`src/rtl/mseq_pkg.sv`:
```
// Shared opcodes and microword field-position helpers for the microsequencer.
package mseq_pkg;

   localparam int OP_W = 3;

   localparam logic [OP_W-1:0] OP_DECODE = 3'd0;
   localparam logic [OP_W-1:0] OP_CONT   = 3'd1;
   localparam logic [OP_W-1:0] OP_JUMP   = 3'd2;
   localparam logic [OP_W-1:0] OP_CJUMP  = 3'd3;
   localparam logic [OP_W-1:0] OP_WAIT   = 3'd4;
   localparam logic [OP_W-1:0] OP_CALL   = 3'd5;
   localparam logic [OP_W-1:0] OP_RET    = 3'd6;
   localparam logic [OP_W-1:0] OP_CRET   = 3'd7;

   // Condition-select width; never below one bit so the field always exists.
   function automatic int sel_width(input int ncond);
      return (ncond <= 2) ? 1 : $clog2(ncond);
   endfunction

   // Field positions, counted down from the top of the microword.
   function automatic int op_msb(input int word_w);
      return word_w - 1;
   endfunction

   function automatic int inv_bit(input int word_w);
      return word_w - 4;
   endfunction

   function automatic int sel_msb(input int word_w);
      return word_w - 5;
   endfunction

   // Smallest microword that still holds OP, INV, SEL and TGT without overlap.
   function automatic int min_word_w(input int addr_w, input int sel_w);
      return 4 + sel_w + addr_w;
   endfunction

   // Stack pointer must be able to hold STACK_DEPTH itself (the full state).
   function automatic int sp_width(input int depth);
      return (depth < 1) ? 1 : $clog2(depth + 1);
   endfunction

   // Entry index width for the stack storage array.
   function automatic int idx_width(input int depth);
      return (depth <= 2) ? 1 : $clog2(depth);
   endfunction

endpackage

```
`src/rtl/mseq_stack.sv`:
```
// Return-address LIFO for microsubroutine CALL/RET. Push when full and pop
// when empty are ignored here; the caller raises the sticky error flags.
module mseq_stack
   import mseq_pkg::*;
#(
   parameter int ADDR_W      = 7,
   parameter int STACK_DEPTH = 4
) (
   input  logic              Clk,
   input  logic              reset,
   input  logic              push,
   input  logic              pop,
   input  logic [ADDR_W-1:0] din,
   output logic [ADDR_W-1:0] dout,
   output logic              full,
   output logic              empty
);

   localparam int SP_W  = sp_width(STACK_DEPTH);
   localparam int IDX_W = idx_width(STACK_DEPTH);

   logic [ADDR_W-1:0] r_mem [0:STACK_DEPTH-1];
   logic [SP_W-1:0]   r_sp;
   logic [IDX_W-1:0]  w_wr_idx;
   logic [IDX_W-1:0]  w_top_idx;

   assign full      = (r_sp == SP_W'(STACK_DEPTH));
   assign empty     = (r_sp == '0);
   assign w_wr_idx  = IDX_W'(r_sp);
   assign w_top_idx = IDX_W'(r_sp - 1'b1);
   assign dout      = empty ? '0 : r_mem[w_top_idx];

   // Pointer update and entry write; entries need no reset since sp gates them.
   always_ff @(posedge Clk) begin
      if (reset) begin
         r_sp <= '0;
      end else if (push && !full) begin
         r_mem[w_wr_idx] <= din;
         r_sp            <= r_sp + 1'b1;
      end else if (pop && !empty) begin
         r_sp <= r_sp - 1'b1;
      end
   end

endmodule

```
`src/rtl/microsequencer_stack.sv`:
```
// Microprogrammed control sequencer: writable microstore, registered
// state/control word, conditional next-address logic and a CALL/RET stack.
module microsequencer_stack
   import mseq_pkg::*;
#(
   parameter int ADDR_W      = 7,
   parameter int WORD_W      = 33,
   parameter int NCOND       = 4,
   parameter int STACK_DEPTH = 4
) (
   input  logic              Clk,
   input  logic              reset,
   input  logic [ADDR_W-1:0] decode_addr,
   input  logic [NCOND-1:0]  cond_in,
   input  logic              ms_we,
   input  logic [ADDR_W-1:0] ms_waddr,
   input  logic [WORD_W-1:0] ms_wdata,
   output logic [ADDR_W-1:0] state,
   output logic [WORD_W-1:0] ctrl,
   output logic              stack_ovf,
   output logic              stack_unf
);

   localparam int SEL_W   = sel_width(NCOND);
   localparam int DEPTH   = 2 ** ADDR_W;
   localparam int OP_MSB  = op_msb(WORD_W);
   localparam int INV_BIT = inv_bit(WORD_W);
   localparam int SEL_MSB = sel_msb(WORD_W);

   generate
      if (WORD_W < min_word_w(ADDR_W, SEL_W)) begin : g_word_w_check
         $error("microsequencer_stack: WORD_W too small for OP/INV/SEL/TGT fields");
      end
   endgenerate

   logic [WORD_W-1:0] r_mem [0:DEPTH-1];
   logic [ADDR_W-1:0] r_state;
   logic [WORD_W-1:0] r_ctrl;
   logic              r_ovf;
   logic              r_unf;

   logic [OP_W-1:0]   w_op;
   logic              w_inv;
   logic [SEL_W-1:0]  w_sel;
   logic [ADDR_W-1:0] w_tgt;
   logic [ADDR_W-1:0] w_inc;
   logic              w_cond_raw;
   logic              w_cond;
   logic [ADDR_W-1:0] w_next;
   logic              w_push;
   logic              w_pop;
   logic [ADDR_W-1:0] w_pop_addr;
   logic              w_full;
   logic              w_empty;

   assign w_op  = r_ctrl[OP_MSB -: OP_W];
   assign w_inv = r_ctrl[INV_BIT];
   assign w_sel = r_ctrl[SEL_MSB -: SEL_W];
   assign w_tgt = r_ctrl[ADDR_W-1:0];
   assign w_inc = r_state + 1'b1;   // wraps at the top of the microstore

   // Condition mux; selects past the last input read as 0 before inversion.
   always_comb begin
      w_cond_raw = 1'b0;
      if (int'(w_sel) < NCOND) w_cond_raw = cond_in[w_sel];
   end

   assign w_cond = w_cond_raw ^ w_inv;

   // Next-address mux plus stack requests for the current microword.
   always_comb begin
      w_next = w_inc;
      w_push = 1'b0;
      w_pop  = 1'b0;
      case (w_op)
         OP_DECODE: w_next = decode_addr;
         OP_CONT:   w_next = w_inc;
         OP_JUMP:   w_next = w_tgt;
         OP_CJUMP:  w_next = w_cond ? w_tgt : w_inc;
         OP_WAIT:   w_next = w_cond ? w_inc : r_state;
         OP_CALL: begin
            w_next = w_tgt;   // jump is taken even when the push is dropped
            w_push = 1'b1;
         end
         OP_RET: begin
            w_next = w_empty ? '0 : w_pop_addr;
            w_pop  = 1'b1;
         end
         OP_CRET: begin
            if (w_cond) begin
               w_next = w_empty ? '0 : w_pop_addr;
               w_pop  = 1'b1;
            end
         end
         default: w_next = w_inc;
      endcase
   end

   mseq_stack #(
      .ADDR_W      (ADDR_W),
      .STACK_DEPTH (STACK_DEPTH)
   ) u_stack (
      .Clk   (Clk),
      .reset (reset),
      .push  (w_push),
      .pop   (w_pop),
      .din   (w_inc),
      .dout  (w_pop_addr),
      .full  (w_full),
      .empty (w_empty)
   );

   // Microstore write port; reset does not block loading.
   always_ff @(posedge Clk) begin
      if (ms_we) r_mem[ms_waddr] <= ms_wdata;
   end

   // State and control register; a same-cycle write to the fetched address
   // is not forwarded, so ctrl takes the old word.
   always_ff @(posedge Clk) begin
      if (reset) begin
         r_state <= '0;
         r_ctrl  <= r_mem[0];
      end else begin
         r_state <= w_next;
         r_ctrl  <= r_mem[w_next];
      end
   end

   // Sticky stack error flags, cleared only by reset.
   always_ff @(posedge Clk) begin
      if (reset) begin
         r_ovf <= 1'b0;
         r_unf <= 1'b0;
      end else begin
         if (w_push && w_full)  r_ovf <= 1'b1;
         if (w_pop  && w_empty) r_unf <= 1'b1;
      end
   end

   assign state     = r_state;
   assign ctrl      = r_ctrl;
   assign stack_ovf = r_ovf;
   assign stack_unf = r_unf;

endmodule

```
`config.mk`:
```
export PLATFORM = sky130hd
export DESIGN_NAME = microsequencer_stack
export DESIGN_NICKNAME = d
export VERILOG_FILES = /design/src/rtl/mseq_pkg.sv /design/src/rtl/mseq_stack.sv /design/src/rtl/microsequencer_stack.sv
export SDC_FILE = /design/constraint.sdc
export NUM_CORES = 2
export LEC_CHECK = 0
export ABC_CLOCK_PERIOD_IN_PS = 5100
export CAP_MARGIN = 20
export CELL_PAD_IN_SITES_DETAIL_PLACEMENT = 1
export CELL_PAD_IN_SITES_GLOBAL_PLACEMENT = 2
export CORE_MARGIN = 3
export CORE_UTILIZATION = 45
export DETAILED_ROUTE_END_ITERATION = 12
export HOLD_SLACK_MARGIN = 0.08
export PLACE_DENSITY = 0.81
export SLEW_MARGIN = 15
export SYNTH_ARGS = -nofsm -noshare
export SYNTH_HDL_FRONTEND = slang
export SYNTH_MEMORY_MAX_BITS = 65536
export SYNTH_SLANG_ARGS = --single-unit
```
`constraint.sdc`:
```
create_clock -name Clk -period 5.1 [get_ports Clk]
set_clock_uncertainty 0.2 [all_clocks]
set_input_delay 1.275 -clock Clk [delete_from_list [all_inputs] [get_ports Clk]]
set_output_delay 1.275 -clock Clk [all_outputs]
set_load 0.005 [all_outputs]
```
==> out/qor.yml <==
run_status:
  status: "finished, violations left"
  violations: "setup timing"
drt:
  vias: 121000
  viasPerCell: 6.26
  wl_per_cell_um: 33.3
  finalWirelength_um: 642000
  drcViolationCount: 0
  first_pass_iters: 8
  first_iter_violations: 16500
  antenna_left: 0
yosys:
  async_reset_ff_frac: 0
  ys_warn_count: 0
  netlist_area_sq_um: 171000
  synth_top_area_frac: 0.748
  synth_nets: 13000
  synth_flop_cell: "edfxtp_1"
  synth_area_per_cell_sq_um: 13.2
  synth_area_leaders: "edfxtp_1, nand2_1, nand3_1"
  synth_edf_count: 4252
  seq_area_frac_synth: 0.753
  yosysTopAreaCell: "edfxtp_1"
  synth_most_common_cell: "edfxtp_1"
  synthTopCellsByCount: "edfxtp_1, nand2_1, nand3_1"
  synth_cells: 13000
  synth_cell_type_count: 77
  ys_seq_elements: 4297
grt:
  antenna_found_initial: 56
  grt-ovfl-total: 0
  grt_pass1_wl_um: 905000
  grt_pass1_vias: 124000
  gr-usage-all-layers: 0.323
  grt_max_degree: 129
worst_setup_path:
  arrival_ns: 5.82
  cp_max_fo: 28
  cpPeakStageDelay_ns: 0.67
  r2r_start: "ctrl[28]$_DFF_P_"
  rrSetupSlack_ns: -0.08
  timing.rr.end: "ctrl[21]$_DFF_P_"
  slowest_stage: "a31oi_1"
  critPathKind: "reg2reg"
  cpMostUsedCell: "buf_4"
  worst_r2r_path_depth: 18
  end_kind: "register"
  start_kind: "register"
  cp_data_required_time_ns: 5.74
  path_cells: "buf_4, mux2i_2, buf_4, mux2i_4, nand3_1, a221oi_4, a21o_4, buf_4, buf_4, buf_12, buf_12, buf_4, nand3_1, a31oi_1, o21ai_0, buf_4, nor4_4, a221oi_2"
placement:
  detailed_place_hpwl_um: 395000
  port_buffers: 95
  place.gp.congestion: 0.946
cts:
  h-tree-depth: 5
  clock_latency_ns: 1.02
  clockBufferDepth: 4
  cts_tree: "done"
  cts.root.buffer_cell: "clkbuf_16"
  path_clk_slew_ns: 0.06
  cts_sinks: 4297
  numCtsBuffers: 444
timing:
  min_period_ns: 5.18
  fin_setup_tns_ns: -0.182
  drv_slew: 0
  hold_viol: 0
  worst_slack_ns: -0.0849
  relSlewSlack: 0.0654
  period_share: 1.02
  setup_viol: 4
  max_clock_freq_ghz: 0.193
  worst_pin_slew_ns: 1.40
flow_run:
  cap_violations: 0
floorplan:
  die_area_sq_um: 387000
  start_util: 0.453
  core_sq_um: 377000
  die_y_um: 622
  ioPinCount: 96
  die_x_um: 622
  num_rows: 225
final_layout:
  drive_gt1_frac: 0.157
  num-fill-cells: 36900
  multi_input_area_sq_um: 39400
  fin_nets: 14000
  area_delta_synth_final_pct: 19.2
  register_area_sq_um: 129000
hold_path:
  min_path_cells: 1
  hp-class: "reg2reg"
  hold_start: "stack_ovf$_SDFFE_PP0P_"
  whs_endpoint: "stack_ovf$_SDFFE_PP0P_"
## sequential cells by signal (all words and copies together), names as in the netlist
| signal | cells |
|---|---|
| u_stack.r_sp | 3 |
| ctrl | 33 |
| state | 7 |
| stack_ovf | 1 |
| r_mem | 4224 |
| u_stack.r_mem | 28 |
| stack_unf | 1 |
## cell families after synthesis
logic type | count (synthesis) | synth area share
multiplexers | 57 | 0.00492
AND/OR/NAND/NOR | 6437 | 0.161
XOR/XNOR | 8 | 0.000410
adder cells (fa/ha/maj) | 6 | 0.000440
flip-flops | 4297 | 0.753
buffers and inverters | 921 | 0.0258
AO/OA/AOI/OAI | 1252 | 0.0542
## final cells by class
cell class | instances | area share
clock inverter | 253 | 0.0114
clock buffer | 562 | 0.0574
inverter | 32 | 0.000590
antenna | 12 | 0.000148
sequential | 4297 | 0.632
timing repair buffer | 1405 | 0.0742
tap | 4994 | 0.0307
multi-input combinational | 7760 | 0.194
## critical path: cells and delay by family, from the launching register on
kind            cells  cell delay, ns
compound gates      5            1.61
buf+inv             8            1.62
flops               1            0.31
mux                 2            0.57
simple gates        3            0.66
## placed cells by master, fill, tap and decap left out, drive strengths merged, types with 23 or more instances in the layout
cell type      netlist  routed
and3               443     443
nor2               213     213
clkdlybuf4s50        0      57
nor3                35      35
bufinv               0      36
dfxtp               45      45
a22oi               39      39
clkbuf             274     570
o21ai              146     146
mux2i               34      34
o22ai               38      38
nand2             4120    4120
nand3             1499    1499
clkinv               1     196
a211oi              43      43
a311oi             406     406
a21oi              153     153
a32oi               77      77
inv                 31      44
a221oi              23      23
buf                615    1333
edfxtp            4252    4252
nor4                27      27
nand4               45      45
a31oi              251     251
## metrics by stage
stage                     setup slack, ns  area [sq um]  std cells  hold slack [ns]  utilization
after floorplan                     0.337        171000      13000            0.259            -
after global placement              -2.85        188000      18400            0.295        0.499
after detailed placement            -1.95        188000      18500            0.307        0.500
after CTS                         -0.0335        203000      19300            0.321        0.538
after global routing              -0.0187        203000      19300            0.326        0.540
final                             -0.0849        204000      19300            0.314        0.540
## metal layers
metal  vias up  part of all wire  global-route usage
met4        24             0.058               0.162
met5         -           0.00025                   0
li1      49900                 -                   -
met2      6874              0.46               0.504
met3      1350              0.11              0.0738
met1     62800              0.38               0.425
## worst max path at each step
stage	startpoint	to	cells after the start
after floorplan	ms_waddr[5]	r_mem[48][0]$_DFFE_PP_	5
after global placement	cond_in[2]	ctrl[3]$_DFF_P_	18
after detailed placement	cond_in[0]	ctrl[21]$_DFF_P_	18
after CTS	cond_in[2]	ctrl[3]$_DFF_P_	20
after global routing	ctrl[28]$_DFF_P_	ctrl[21]$_DFF_P_	18
final	ctrl[28]$_DFF_P_	ctrl[21]$_DFF_P_	18
## what timing repair did
action / in CTS / in global routing
cloned: 3 / 8
hold buffers: 0 / 0
endpoints found under the setup margin: 28 / 30
resized for setup: 75 / 75
buffers inserted: 11 / 18
pin swaps: 23 / 23
Power is left out: the tool's default activity adds up to more than one toggle a clock period on the data nets, which glitch-free logic cannot reach.
